[src/rtl/seq_mult_pkg.sv]
// Shared definitions for seq_mult: FSM state encoding and default operand width.
package seq_mult_pkg;

  localparam int unsigned SEQ_MULT_DEFAULT_W = 12;

  typedef enum logic [1:0] {
    IDLE = 2'd0,
    RUN  = 2'd1,
    DONE = 2'd2
  } state_t;

endpackage

[src/rtl/seq_mult.sv]
// seq_mult: radix-2 sequential shift-add multiplier, one multiplier bit per cycle.
// Configuration macro: SEQ_MULT_SIGNED_EN (defined: sgn selects two's complement
// operands; undefined: sgn is ignored and every operation is unsigned).
// Ports:
//   clk        rising-edge clock
//   rst_n      synchronous active-low reset
//   in_valid   operand pair offered        in_ready   block can accept operands
//   a, b       multiplicand / multiplier   sgn        signed operands when 1
//   out_valid  product valid               out_ready  consumer accepts product
//   product    2W-bit result, held until the next result is written
//   busy       operation in progress or result pending
module seq_mult
  import seq_mult_pkg::*;
#(
  parameter int unsigned W = SEQ_MULT_DEFAULT_W
) (
  input  logic           clk,
  input  logic           rst_n,
  input  logic           in_valid,
  output logic           in_ready,
  input  logic [W-1:0]   a,
  input  logic [W-1:0]   b,
  input  logic           sgn,
  output logic           out_valid,
  input  logic           out_ready,
  output logic [2*W-1:0] product,
  output logic           busy
);

  localparam int unsigned PW = 2 * W;
  localparam int unsigned CW = $clog2(W + 1);

  state_t          state;
  state_t          state_nx;
  logic [PW-1:0]   mcand;
  logic [W-1:0]    mplier;
  logic [PW-1:0]   acc;
  logic [CW-1:0]   cnt;

  logic [W-1:0]    mag_a_c;
  logic [W-1:0]    mag_b_c;
  logic [PW-1:0]   addend_c;
  logic [PW-1:0]   sum_c;
  logic [PW-1:0]   result_c;
  logic            last_c;

`ifdef SEQ_MULT_SIGNED_EN
  logic            neg;
  logic            neg_c;

  // Magnitudes of signed operands; -2^(W-1) maps to 2^(W-1), which fits unsigned W bits.
  always_comb begin
    neg_c    = sgn & (a[W-1] ^ b[W-1]);
    mag_a_c  = (sgn && a[W-1]) ? (~a + W'(1)) : a;
    mag_b_c  = (sgn && b[W-1]) ? (~b + W'(1)) : b;
    result_c = neg ? (~sum_c + PW'(1)) : sum_c;
  end
`else
  logic            unused_sgn;

  assign unused_sgn = sgn;

  always_comb begin
    mag_a_c  = a;
    mag_b_c  = b;
    result_c = sum_c;
  end
`endif

  // One shift-add step; the final step's sum is the magnitude of the product.
  always_comb begin
    addend_c = mplier[0] ? mcand : '0;
    sum_c    = acc + addend_c;
    last_c   = (cnt == CW'(W - 1));
  end

  // Next-state logic.
  always_comb begin
    state_nx = state;
    case (state)
      IDLE:    if (in_valid)  state_nx = RUN;
      RUN:     if (last_c)    state_nx = DONE;
      DONE:    if (out_ready) state_nx = IDLE;
      default:                state_nx = IDLE;
    endcase
  end

  // State register and registered handshake outputs derived from the next state.
  always_ff @(posedge clk) begin
    if (!rst_n) begin
      state     <= IDLE;
      in_ready  <= 1'b1;
      out_valid <= 1'b0;
      busy      <= 1'b0;
    end else begin
      state     <= state_nx;
      in_ready  <= (state_nx == IDLE);
      out_valid <= (state_nx == DONE);
      busy      <= (state_nx != IDLE);
    end
  end

  // Datapath: capture in IDLE, iterate in RUN, product written only on the last step.
  always_ff @(posedge clk) begin
    if (!rst_n) begin
      mcand   <= '0;
      mplier  <= '0;
      acc     <= '0;
      cnt     <= '0;
      product <= '0;
`ifdef SEQ_MULT_SIGNED_EN
      neg     <= 1'b0;
`endif
    end else begin
      case (state)
        IDLE: begin
          if (in_valid) begin
            mcand  <= PW'(mag_a_c);
            mplier <= mag_b_c;
            acc    <= '0;
            cnt    <= '0;
`ifdef SEQ_MULT_SIGNED_EN
            neg    <= neg_c;
`endif
          end
        end
        RUN: begin
          acc    <= sum_c;
          mcand  <= mcand << 1;
          mplier <= mplier >> 1;
          cnt    <= cnt + CW'(1);
          if (last_c) product <= result_c;
        end
        default: ;
      endcase
    end
  end

endmodule

[config.mk]
export PLATFORM = sky130hd
export DESIGN_NAME = seq_mult
export DESIGN_NICKNAME = d
export VERILOG_FILES = /design/src/rtl/seq_mult_pkg.sv /design/src/rtl/seq_mult.sv
export SDC_FILE = /design/constraint.sdc
export NUM_CORES = 1
export LEC_CHECK = 0
export BUFFER_PORTS_ARGS = -buffer_cell sky130_fd_sc_hd__buf_2
export CAP_MARGIN = 20
export CORE_ASPECT_RATIO = 1.4
export CORE_UTILIZATION = 53
export CTS_CLUSTER_DIAMETER = 40
export CTS_CLUSTER_SIZE = 30
export DETAILED_ROUTE_END_ITERATION = 7
export PLACE_DENSITY_LB_ADDON = 0.08
export SETUP_SLACK_MARGIN = 0.05
export SYNTH_ARGS = -nofsm -noshare
export SYNTH_HDL_FRONTEND = slang
export SYNTH_SLANG_ARGS = --single-unit
[constraint.sdc]
create_clock -name clk -period 2.5 [get_ports clk]
set_input_delay 0.25 -clock clk [delete_from_list [all_inputs] [get_ports clk]]
set_output_delay 0.25 -clock clk [all_outputs]
set_load 0.02 [all_outputs]
==> results.md, run 1 <==
Critical path:
- STA classifies the critical path startpoint as a flop.
- The maximum fanout count along the critical path is 5.
- The startpoint identified for the worst register-to-register timing path is mplier[0]$_SDFFE_PN0P_.
- Data on the critical path is required at its endpoint by 2.78 ns.
- The type of destination of the critical path is a flop.
- Data arrives at the worst endpoint at 2.82 ns.
- The critical path class is flop to flop.
- The critical path launch point is mplier[0]$_SDFFE_PN0P_.

Timing:
- Static timing analysis puts the maximum clock frequency at 394 MHz.
- Clock skew on the completed layout was measured at 0.00551 ns.
- The final hold violation count is 0.
- The shortest clock period the worst path allows after layout is 2.54 ns.
- The max-slew headroom at the worst pin is 62.6%.
- The final number of setup-violating endpoints is 2.
- The number of max-slew violations in the final report is 0.
- The final total negative setup slack is -0.0679 ns.
- At the pin with the least slew margin, the transition time is 0.562 ns.
- Once routing completed, OpenROAD measured the worst setup slack at -0.0405 ns.
- After layout, the worst path uses 102% of the clock period.
- Setup repair after global routing could not meet its margin everywhere.

Synth:
- The commonest register cell after synthesis is dfxtp_1.
- For this run, the number of Yosys warnings is 0.
- The unique cell type count in the Yosys netlist is 57.
- The number of nets in the synthesized netlist is 646.
- The synthesized netlist occupies a cell area of 4890 µm².
- The sequential cell area fraction in the yosys report is 38.0%.
- In the synthesized netlist the async set-or-reset flop fraction comes to 0%.
- The number of synthesized flops with an enable pin is 0.
- The post-synthesis register bit count is 93.
- Of all cell types, the one taking the most synthesized area is dfxtp_1.
- After synthesis, the largest area contributor takes up 38.0% of total cell area.
- By area the synthesized netlist is led by dfxtp_1 (38%), nor2_1 (6.5%), ha_1 (6.1%).
- After technology mapping, the gate count stands at 592.
- The mean area per synthesized cell is 8.27 µm².

Final layout:
- The final instance area is 6390 µm².
- The share of post-route cells with drive strength above 1 is 31.6%.
- The post-layout net count is 736.
- In the layout the commonest cells are dfxtp_1 (92), nor2_1 (83), buf_4 (65).
- The repair_antennas step left the layout with diodes totalling 0.
- Leaving out fill and tap cells, the most frequent cell in the layout is dfxtp_1.
- The layout overhead on the synthesized area is 30.6%.

Die:
- The area of the die is 9630 µm².
- During I/O placement, the number of pins put on the boundary was 56.
- Once the floorplan was initialized, standard cells occupied 54.5% of the core.
- The core footprint is 8980 µm².
- Measured along the y axis, the die boundary spans 116 µm.
- The floorplan has 41 rows.
- The chip width is 83.2 µm.

CTS:
- The number of levels the H-tree was split into is 3.
- The TritonCTS clock tree is yes.
- Hold repair after CTS inserted 0 buffers.
- TritonCTS created 9 clock buffers.
- The tree built by TritonCTS fans out to 93 sinks.
- The maximum number of buffers from clock root to sink is 2.
- The library cell used as clock root buffer is clkbuf_16.
- The clock reaches the later pin of the worst-skew pair after 0.35 ns.
- The clock transition at the registers of the reported paths is 0.07 ns.

GRT:
- The pin count of the biggest net entering global routing is 47.
- The initial antenna violation count is 0.
- The global-route wire length before repair is 20800 µm.
- The number of global-route vias before repair is 4468.
- Across every metal layer, demand over resource in global routing totals 27.3%.
- The sum of overflow across all layers after global routing is 0.

Drt:
- The detailed-router iteration count before antenna repair is 5.
- Across all layers, the routed design uses 4717 vias.
- In the final routed layout, each cell accounts on average for 16.8 µm.
- The DRC violation count after routing is 0.
- Wires add up to 13400 µm.
- Once detail routing completed, the nets flagged for antenna violations numbered 0.
- Dividing the detail-routed via count by the number of cells gives 5.94.
- In this run, the number of DRC markers left after iteration 0 of detailed routing was 228.

Power and ir drop:
- The largest voltage drop on the vdd net is 0.561 mV.
- For this design the static power due to leakage is 0.00260 µW.
- The power per unit of standard cell area is 523 nW/µm².

Worst hold path:
- The worst hold path belongs to the class primary input to flop.
- In this run the most critical hold path is launched from a[0].

Run:
- The max-cap violation count is 0.

Outcome:
- The run finished, with violations left.
- The checks that failed: setup timing.

Placed design:
- The HPWL after detailed placement is 9080 µm.
- The count of buffers added on input and output ports is 54.
- In this run the cell area measured after placement is 5580 µm².
- Routability-driven placement finished with a final weighted congestion of 0.966.
==> worst max-delay path: stages (launching register included) <==
cell and delay, ns:
dfxtp_4 0.36, buf_4 0.14, and2_1 0.16, ha_4 0.30, o21ai_0 0.10, nor2_2 0.19, o31ai_4 0.09, buf_4 0.15
a211o_1 0.30, and3_4 0.20, or3_1 0.36, a21oi_2 0.13
==> power by group <==
part           internal [µW]  switching [µW]
registers               1530            30.7
clock network            887             597
logic                    129             174
==> sequential cells by signal, indices dropped and copies added (netlist names) <==
signal,flops
state,2
mplier,12
in_ready,1
out_valid,1
acc,24
product,24
cnt,4
mcand,24
busy,1
==> layout make-up <==
cell class,instances,area (µm²)
repair buffers,122,801
fillers,701,2590
clock buffers,10,229
clock inverters,6,93.8
inverters,8,30.0
well taps,107,134
flip-flops and latches,93,1870
multi-input cells,448,3240
==> synthesized netlist by cell type (11+ instances only) <==
master / n
a22oi_1: 24
o221a_2: 11
nor2_1: 85
ha_1: 24
xor2_1: 13
o21ai_0: 28
dfxtp_1: 93
o221ai_1: 14
and2_1: 24
nand3_1: 11
a21oi_1: 47
clkbuf_1: 26
nor2b_1: 14
nand2_1: 59
==> per-stage QoR <==
stage / cells / setup WS, ns / hold slack, ns / power (µW) / utilization, %
after detailed placement: 767 / -0.0840 / 0.446 / 1870 / 62.1
after global placement: 766 / -0.0472 / 0.441 / 1850 / 62.0
after floorplan: 592 / -0.0222 / 0.355 / 1770 / -
after global routing: 794 / -0.145 / 0.160 / 3450 / 71.2
after CTS: 786 / -0.0266 / 0.152 / 3340 / 67.5
final: 794 / -0.0405 / 0.157 / 3340 / 71.2
==> worst paths after layout <==
path,end,slack (ns),depth (start not counted)
worst max register to register,product[22]$_SDFFE_PN0P_,-0.04,11
worst min register to register,product[1]$_SDFFE_PN0P_,0.45,2
worst min-delay path,mcand[0]$_SDFFE_PN0P_,0.16,3
worst max-delay path,product[22]$_SDFFE_PN0P_,-0.04,11
==> per-layer routing <==
layer | routed length (µm) | share of wire (%) | up-vias | GRT usage, %
li1 | - | - | 2306 | -
met1 | 5120 | 38 | 2249 | 28.4
met2 | 7100 | 53 | 116 | 50.3
met3 | 407 | 3.0 | 46 | 3.35
met4 | 738 | 5.5 | 0 | 20.6
met5 | 0 | 0 | - | 0
==> what timing repair did <==
action,in CTS,in global routing
setup buffers,3,8
endpoints found under the hold margin,0,0
resized for setup,21,48
pin swaps,10,22
endpoints found under the setup margin,21,32
==> kinds of logic (layout without fill, tap and decap cells) <==
kind of cell | count (synthesis) | count (layout) | synth area share, %
DFF | 93 | 93 | 38.0
xor gates and xnor gates | 18 | 18 | 3.22
muxes | 1 | 1 | 0.205
adders and majority gates | 25 | 25 | 6.55
buffers and inverters | 51 | 146 | 4.32
and+or+nand+nor | 226 | 226 | 21.3
AOI/OAI and AO/OA | 178 | 178 | 26.3
(Power assumes the default switching activity.)
==> run 2, diff against run 1 <==
--- a/config.mk
+++ b/config.mk
@@ -8,7 +8,7 @@
 export BUFFER_PORTS_ARGS = -buffer_cell sky130_fd_sc_hd__buf_2
 export CAP_MARGIN = 20
 export CORE_ASPECT_RATIO = 1.4
-export CORE_UTILIZATION = 53
+export CORE_UTILIZATION = 40
 export CTS_CLUSTER_DIAMETER = 40
 export CTS_CLUSTER_SIZE = 30
 export DETAILED_ROUTE_END_ITERATION = 7
@@ -17,3 +17,4 @@
 export SYNTH_ARGS = -nofsm -noshare
 export SYNTH_HDL_FRONTEND = slang
 export SYNTH_SLANG_ARGS = --single-unit
+export TNS_END_PERCENT = 100
==> run 2 against run 1 <==
The run still ends with setup timing left. Via count is 2.2% lower. Setup slack worse by 0.040 ns. Clock skew is 0.0039 ns higher. First-iteration DRC count is 36% lower.
==> results.md, run 2 (synthesis results as in run 1) <==
Outcome:
- The flow ran to the end, but the final reports show violations.
- The checks that failed: setup timing.

Critical path:
- The data arrival time of the worst path is 2.87 ns.
- The type of destination of the critical path is a flop.
- The endpoint required time on the critical path is 2.79 ns.
- The nature of the critical path startpoint is a flop.
- The maximum fanout count along the critical path is 6.
- The critical path class is flop to flop.
- Counting cells, the worst reg-to-reg path comes to 11.

CTS:
- The TritonCTS sink count is 93.
- The clock passes through at most 2 buffers.
- The TritonCTS clock tree is yes.
- The number of clock buffers added by TritonCTS is 9.
- The clock transition at the registers of the reported paths is 0.07 ns.
- The clock latency at the later pin of the worst-skew pair is 0.35 ns.
- The root buffer cell chosen for the clock tree is clkbuf_16.
- The H-tree was split into 3 levels.

Final layout:
- The layout overhead on the synthesized area is 31.3%.
- The combined area of the multi-input logic cells is 3130 µm².
- In the layout the commonest cells are dfxtp_1 (92), nor2_1 (81), buf_4 (75).
- The net count of the finished layout is 748.
- The register area is 1870 µm².
- The share of post-route cells with drive strength above 1 is 32.4%.
- In the final layout, the registers with the most flip-flops are acc: 24 flops, mcand: 24 flops, product: 24 flops.
- 0 antenna diodes ended up in the layout.
- Counting the fill cells in the layout gives 1134.
- The most common cell after layout, fill and taps aside is dfxtp_1.

Placed design:
- Routability-driven placement finished with a final weighted congestion of 0.875.
- The HPWL after detailed placement is 9590 µm.
- Prior to clock tree synthesis, the placed netlist has a worst setup slack of -0.125 ns.
- The count of buffers added on input and output ports is 54.

Timing:
- The transition time at the pin with the least slew margin is 0.575 ns.
- The clock arrives with 0.00938 ns of skew.
- The maximum clock frequency is 387 MHz.
- Headroom to the max-slew limit came out at 61.6%.
- The shortest clock period the worst path allows after layout is 2.58 ns.
- In the finished design, the share of the clock period the worst path needs comes to 103%.
- The final number of setup-violating endpoints is 7.
- After layout, the worst setup slack is -0.0807 ns.
- Setup repair after global routing could not meet its margin everywhere.
- The final hold violation count is 0.
- The number of max-slew violations in the final report came to 0.

GRT:
- The number of global-route vias before repair is 4498.
- The global-route wire length before repair is 21400 µm.
- The initial antenna violation count came to 0.
- For this run, the total global-route usage over all layers was measured as 21.7%.
- Entering global routing, the biggest net connects 30 pins.
- The sum of overflow across all layers after global routing is 0.

Power and ir drop:
- The largest voltage drop on the vdd net is 0.408 mV.
- Summed over all cells, the static leakage comes to 0.00264 µW.
- Overall power consumption after layout is estimated at 3310 µW.
- Power spread over the standard cell area amounts to 514 nW/µm².

Run:
- The tool flagged a number of max-cap violations equal to 0.

Die:
- The standard-cell row count is 47.
- For this configuration, the core starts out at a cell density of 41.2%.
- The chip width is 95.5 µm.
- The die covers 12700 µm².
- The top-level port count is 56.
- The core footprint is 11900 µm².
- The die extent in y is 133 µm.

Worst hold path:
- The path type of the worst min-delay path is primary input to flop.
- The cell count of the worst hold path is 3.

Drt:
- The routed via count divided by cell count is 5.46.
- In this run, the number of DRC markers left after iteration 0 of detailed routing was 146.
- The detailed-router iteration count before antenna repair is 6.
- The average wire per standard cell is 15.9 µm.
- After detailed routing, the number of remaining DRC violations is 0.
- The count of antenna-violating nets left after detailed routing is 0.
- Summed over all layers, the routed wires come to 13500 µm.
- The number of vias after detailed routing is 4611.
==> run 2: routing by layer <==
layer  part of all wire (%)  track usage [%]  vias up
met5                      0                0        -
met4                    3.3             9.45        0
met3                    3.2             4.48       28
met2                     52             38.8       80
met1                     41             24.2     2178
li1                       -                -     2325
==> run 2: final timing paths <==
| check | start | slack (ns) | to |
|---|---|---|---|
| worst max register to register | mplier[0]$_SDFFE_PN0P_ | -0.08 | product[22]$_SDFFE_PN0P_ |
| worst min-delay path | b[11] | 0.13 | mplier[11]$_SDFFE_PN0P_ |
| worst min register to register | product[0]$_SDFFE_PN0P_ | 0.45 | product[0]$_SDFFE_PN0P_ |
| worst max-delay path | mplier[0]$_SDFFE_PN0P_ | -0.08 | product[22]$_SDFFE_PN0P_ |
==> run 2: layout make-up <==
| type | instances | share of cell area (%) |
|---|---|---|
| Inverter | 8 | 0.467 |
| Clock inverter | 4 | 0.857 |
| Sequential cell | 93 | 29.0 |
| Clock buffer | 11 | 3.93 |
| Timing Repair Buffer | 134 | 14.1 |
| Tap cell | 147 | 2.86 |
| Multi-Input combinational cell | 448 | 48.7 |
==> run 2: power breakdown <==
part	switching (µW)	internal, µW
Clock	597	832
Combinational	174	144
Sequential	33.3	1530
==> run 2: worst max-delay path, stage by stage, from the launching register on <==
cell and delay (ns):
dfxtp_4 0.37, and2_4 0.15, ha_4 0.15, fa_2 0.35
a211oi_2 0.26, nor2_2 0.09, o31ai_4 0.29, buf_4 0.18
a211o_1 0.16, a21oi_2 0.07, or3_1 0.33, a21oi_1 0.12
==> run 2: per-stage QoR <==
stage / TNS (ns) / std cells / cell area [µm²] / hold slack [ns] / util [%]
2_1_floorplan: -0.0222 / 592 / 4930 / 0.355 / -
3_3_place_gp: -0.284 / 814 / 5680 / 0.444 / 47.8
3_5_place_dp: -0.576 / 814 / 5680 / 0.447 / 47.8
4_1_cts: -0.243 / 837 / 6120 / 0.133 / 51.5
5_1_grt: -2.53 / 845 / 6420 / 0.129 / 54.1
6_report: -0.210 / 845 / 6420 / 0.134 / 54.1
==> run 2: repair_timing <==
| item | in CTS | in global routing |
|---|---|---|
| pin swaps | 22 | 18 |
| setup buffers | 8 | 7 |
| cloned | 0 | 1 |
| endpoints found under the setup margin | 23 | 31 |
| resized for setup | 27 | 43 |
| endpoints found under the hold margin | 0 | 0 |
| hold buffers | 0 | 0 |
==> run 3, diff against run 2 <==
--- a/config.mk
+++ b/config.mk
@@ -12,7 +12,7 @@
 export CTS_CLUSTER_DIAMETER = 40
 export CTS_CLUSTER_SIZE = 30
 export DETAILED_ROUTE_END_ITERATION = 7
-export PLACE_DENSITY_LB_ADDON = 0.08
+export PLACE_DENSITY_LB_ADDON = 0.2
 export SETUP_SLACK_MARGIN = 0.05
 export SYNTH_ARGS = -nofsm -noshare
 export SYNTH_HDL_FRONTEND = slang
==> run 3 against run 2 <==
The run still ends with setup timing left. Setup slack better by 0.062 ns. First-iteration DRC count increased by 30%. Via count rose by 1.5%. Sequential power about the same. Largest power group unchanged. Highest routed layer unchanged. Final area stayed put.
==> results.md, run 3 (synthesis results as in run 1) <==
GRT:
- The sum of overflow across all layers after global routing is 0.
- The initial antenna violation count is 0.
- The pin count of the biggest net entering global routing is 41.
- Global routing used 22.2% of the available tracks across all layers.
- The number of global-route vias before repair came to 4695.
- The global-route wire length before repair is 22000 µm.

Die:
- The chip width is 95.5 µm.
- The region available for standard cell placement spans 11900 µm².
- The top-level port count is 56.
- The die covers 12700 µm².
- The die extent in y is 133 µm.
- The starting density of the core is 41.2%.
- Row generation in the floorplan step produced 47 rows.

Timing:
- The setup slack after layout is -0.0186 ns.
- The share of the clock period used by the worst path is 101%.
- The final hold violation count is 0.
- The clock skew is 0.00750 ns.
- At the pin with the least slew margin, the transition time is 0.624 ns.
- The max-slew headroom at the worst pin is 58.3%.
- Setup repair after global routing could not meet its margin everywhere.
- Setup violations remaining at the end of the flow were counted as 1.
- Static timing analysis puts the maximum clock frequency at 397 MHz.
- Subtracting the final worst setup slack from the clock period gives 2.52 ns.
- The number of max-slew violations in the final report is 0.

Outcome:
- The run finished, with violations left.
- The final reports fail on setup timing.

Power and ir drop:
- In this run the power spent charging and discharging nets is 805 µW.
- Net switching is 24.1% of the power.
- The power share of the sequential group is 46.6%.
- The power per unit of standard cell area is 520 nW/µm².
- Per report_power, the clock group accounts for 44.6% of the total.
- In this run the static leakage power is 0.00260 µW.
- The internal power of the cells totals 2540 µW.
- Across the VDD grid, the largest voltage drop is 0.438 mV.
- The total power after layout is 3340 µW.
- Combinational cells account for 8.8% of the total power.

Final layout:
- Leaving out fill and tap cells, the most frequent cell in the layout is dfxtp_1.
- The share of post-route cells with drive strength above 1 is 31.1%.
- The layout has 1137 filler cells.
- The repair_antennas step left the layout with diodes totalling 0.
- The final design utilization is 54.1%.
- The register area is 1870 µm².
- In the layout the commonest cells are dfxtp_1 (92), nor2_1 (82), buf_4 (68).
- The largest registers in the layout are acc: 24 flops, mcand: 24 flops, product: 24 flops.
- The combined area of the multi-input logic cells is 3180 µm².
- The post-layout net count is 741.
- The layout overhead on the synthesized area is 31.3%.

Worst hold path:
- The path type of the worst min-delay path is primary input to flop.

Critical path:
- The critical path goes through and2_4 > ha_4 > fa_2 > a211oi_2 > nor2_2 > o31ai_4 > buf_6 > a211o_1 > buf_4 > a21oi_2 > or3_1 > a21oi_2.
- The family with the most delay on the worst path is compound AO/OA/AOI/OAI gates.
- The most prevalent standard cell on the critical path is a21oi_2.
- For this run, the slowest stage of the critical path takes 0.37 ns.
- For the worst setup path, the data required time is 2.79 ns.
- The slowest stage of the critical path belongs to the cell dfxtp_4.
- The critical path is of the flop to flop type.
- The nature of the critical path startpoint is a flop.
- Along the worst path, the maximum fanout reaches 8.
- STA classifies the critical path endpoint as a flop.
- The total buffers and inverters traversed by the critical path is 2.
- The data arrival time of the worst path is 2.81 ns.

Placed design:
- Once detailed placement completed, the half-perimeter wirelength came to 9450 µm.
- Prior to clock tree synthesis, the placed netlist has a worst setup slack of -0.0883 ns.
- The final RePlAce weighted congestion is 0.895.
- During placement, the flow inserted port buffers numbering 54.

Drt:
- In the routed design, unresolved DRC markers number 0.
- The number of vias after detailed routing is 4682.
- The post-detailed-routing wire length is 13500 µm.
- The count of antenna-violating nets left after detailed routing is 0.
- The first TritonRoute pass finished after 4 iterations.
- The number of DRC violations after detailed-routing iteration 0 is 190.
- The average wire per standard cell is 16.0 µm.
- After detailed routing, the number of vias per cell comes to 5.58.

CTS:
- The total clock buffers created by CTS is 9.
- The root buffer cell chosen for the clock tree is clkbuf_16.
- The TritonCTS clock tree is yes.
- The number of levels the H-tree was split into is 3.
- The clock latency at the later pin of the worst-skew pair is 0.35 ns.
- Clock-pin slew was measured on the worst setup and hold paths at 0.07 ns.
- Counting every sink on the clock net gives 93.
- No sink is reached through more buffers than the 2 on the longest clock path.

Run:
- Max-cap violations in this run came to 0.
run 3: worst register-to-register path, stage by stage (launching register included):
cell      delay, ns
dfxtp_4        0.37
and2_4         0.15
ha_4           0.15
fa_2           0.34
a211oi_2       0.21
nor2_2         0.08
o31ai_4        0.20
buf_6          0.17
a211o_1        0.19
buf_4          0.13
a21oi_2        0.05
or3_1          0.32
a21oi_2        0.11
run 3: cell type report:
type	count	share of cell area, %
Multi-Input combinational cell	448	49.5
Clock inverter	6	1.50
Inverter	8	0.467
Sequential cell	93	29.0
Clock buffer	10	3.56
Tap cell	147	2.86
Timing Repair Buffer	127	13.1
run 3: what timing repair did:
item | 4_1_cts | 5_1_grt
setup buffers | 10 | 3
hold endpoints to repair | 0 | 0
hold buffers | 0 | 0
endpoints found under the setup margin | 20 | 27
pin swaps | 26 | 14
resized for setup | 32 | 33
run 3: power by group through the flow:
stage	Combinational, µW	Sequential, µW	Clock, µW
finish	295	1560	1490
global route	327	1560	1580
global placement	275	1590	0
CTS	287	1560	1530
detailed placement	278	1590	0
floorplan	186	1580	0
run 3: metrics by stage:
stage	hold WS [ns]	std cells	setup TNS, ns	cell area [µm²]
after detailed placement	0.452	810	-0.460	5650
after floorplan	0.355	592	-0.0222	4930
after CTS	0.133	836	0	6230
after global placement	0.444	810	-0.145	5650
after global routing	0.165	839	-0.398	6420
final	0.141	839	-0.0186	6420
run 3: worst paths after layout:
check	slack, ns	depth (start not counted)	from	endpoint
max	-0.02	12	mplier[0]$_SDFFE_PN0P_	product[22]$_SDFFE_PN0P_
max reg2reg	-0.02	12	mplier[0]$_SDFFE_PN0P_	product[22]$_SDFFE_PN0P_
min reg2reg	0.46	2	product[6]$_SDFFE_PN0P_	product[6]$_SDFFE_PN0P_
min	0.14	3	b[11]	mplier[11]$_SDFFE_PN0P_
run 3: per-layer routing:
| metal | part of all wire, % | vias to the layer above | GRT usage [%] |
|---|---|---|---|
| li1 | - | 2315 | - |
| met1 | 40 | 2238 | 24.2 |
| met2 | 54 | 97 | 40.8 |
| met3 | 2.8 | 32 | 3.16 |
| met4 | 3.4 | 0 | 10.4 |
| met5 | 0 | - | 0 |
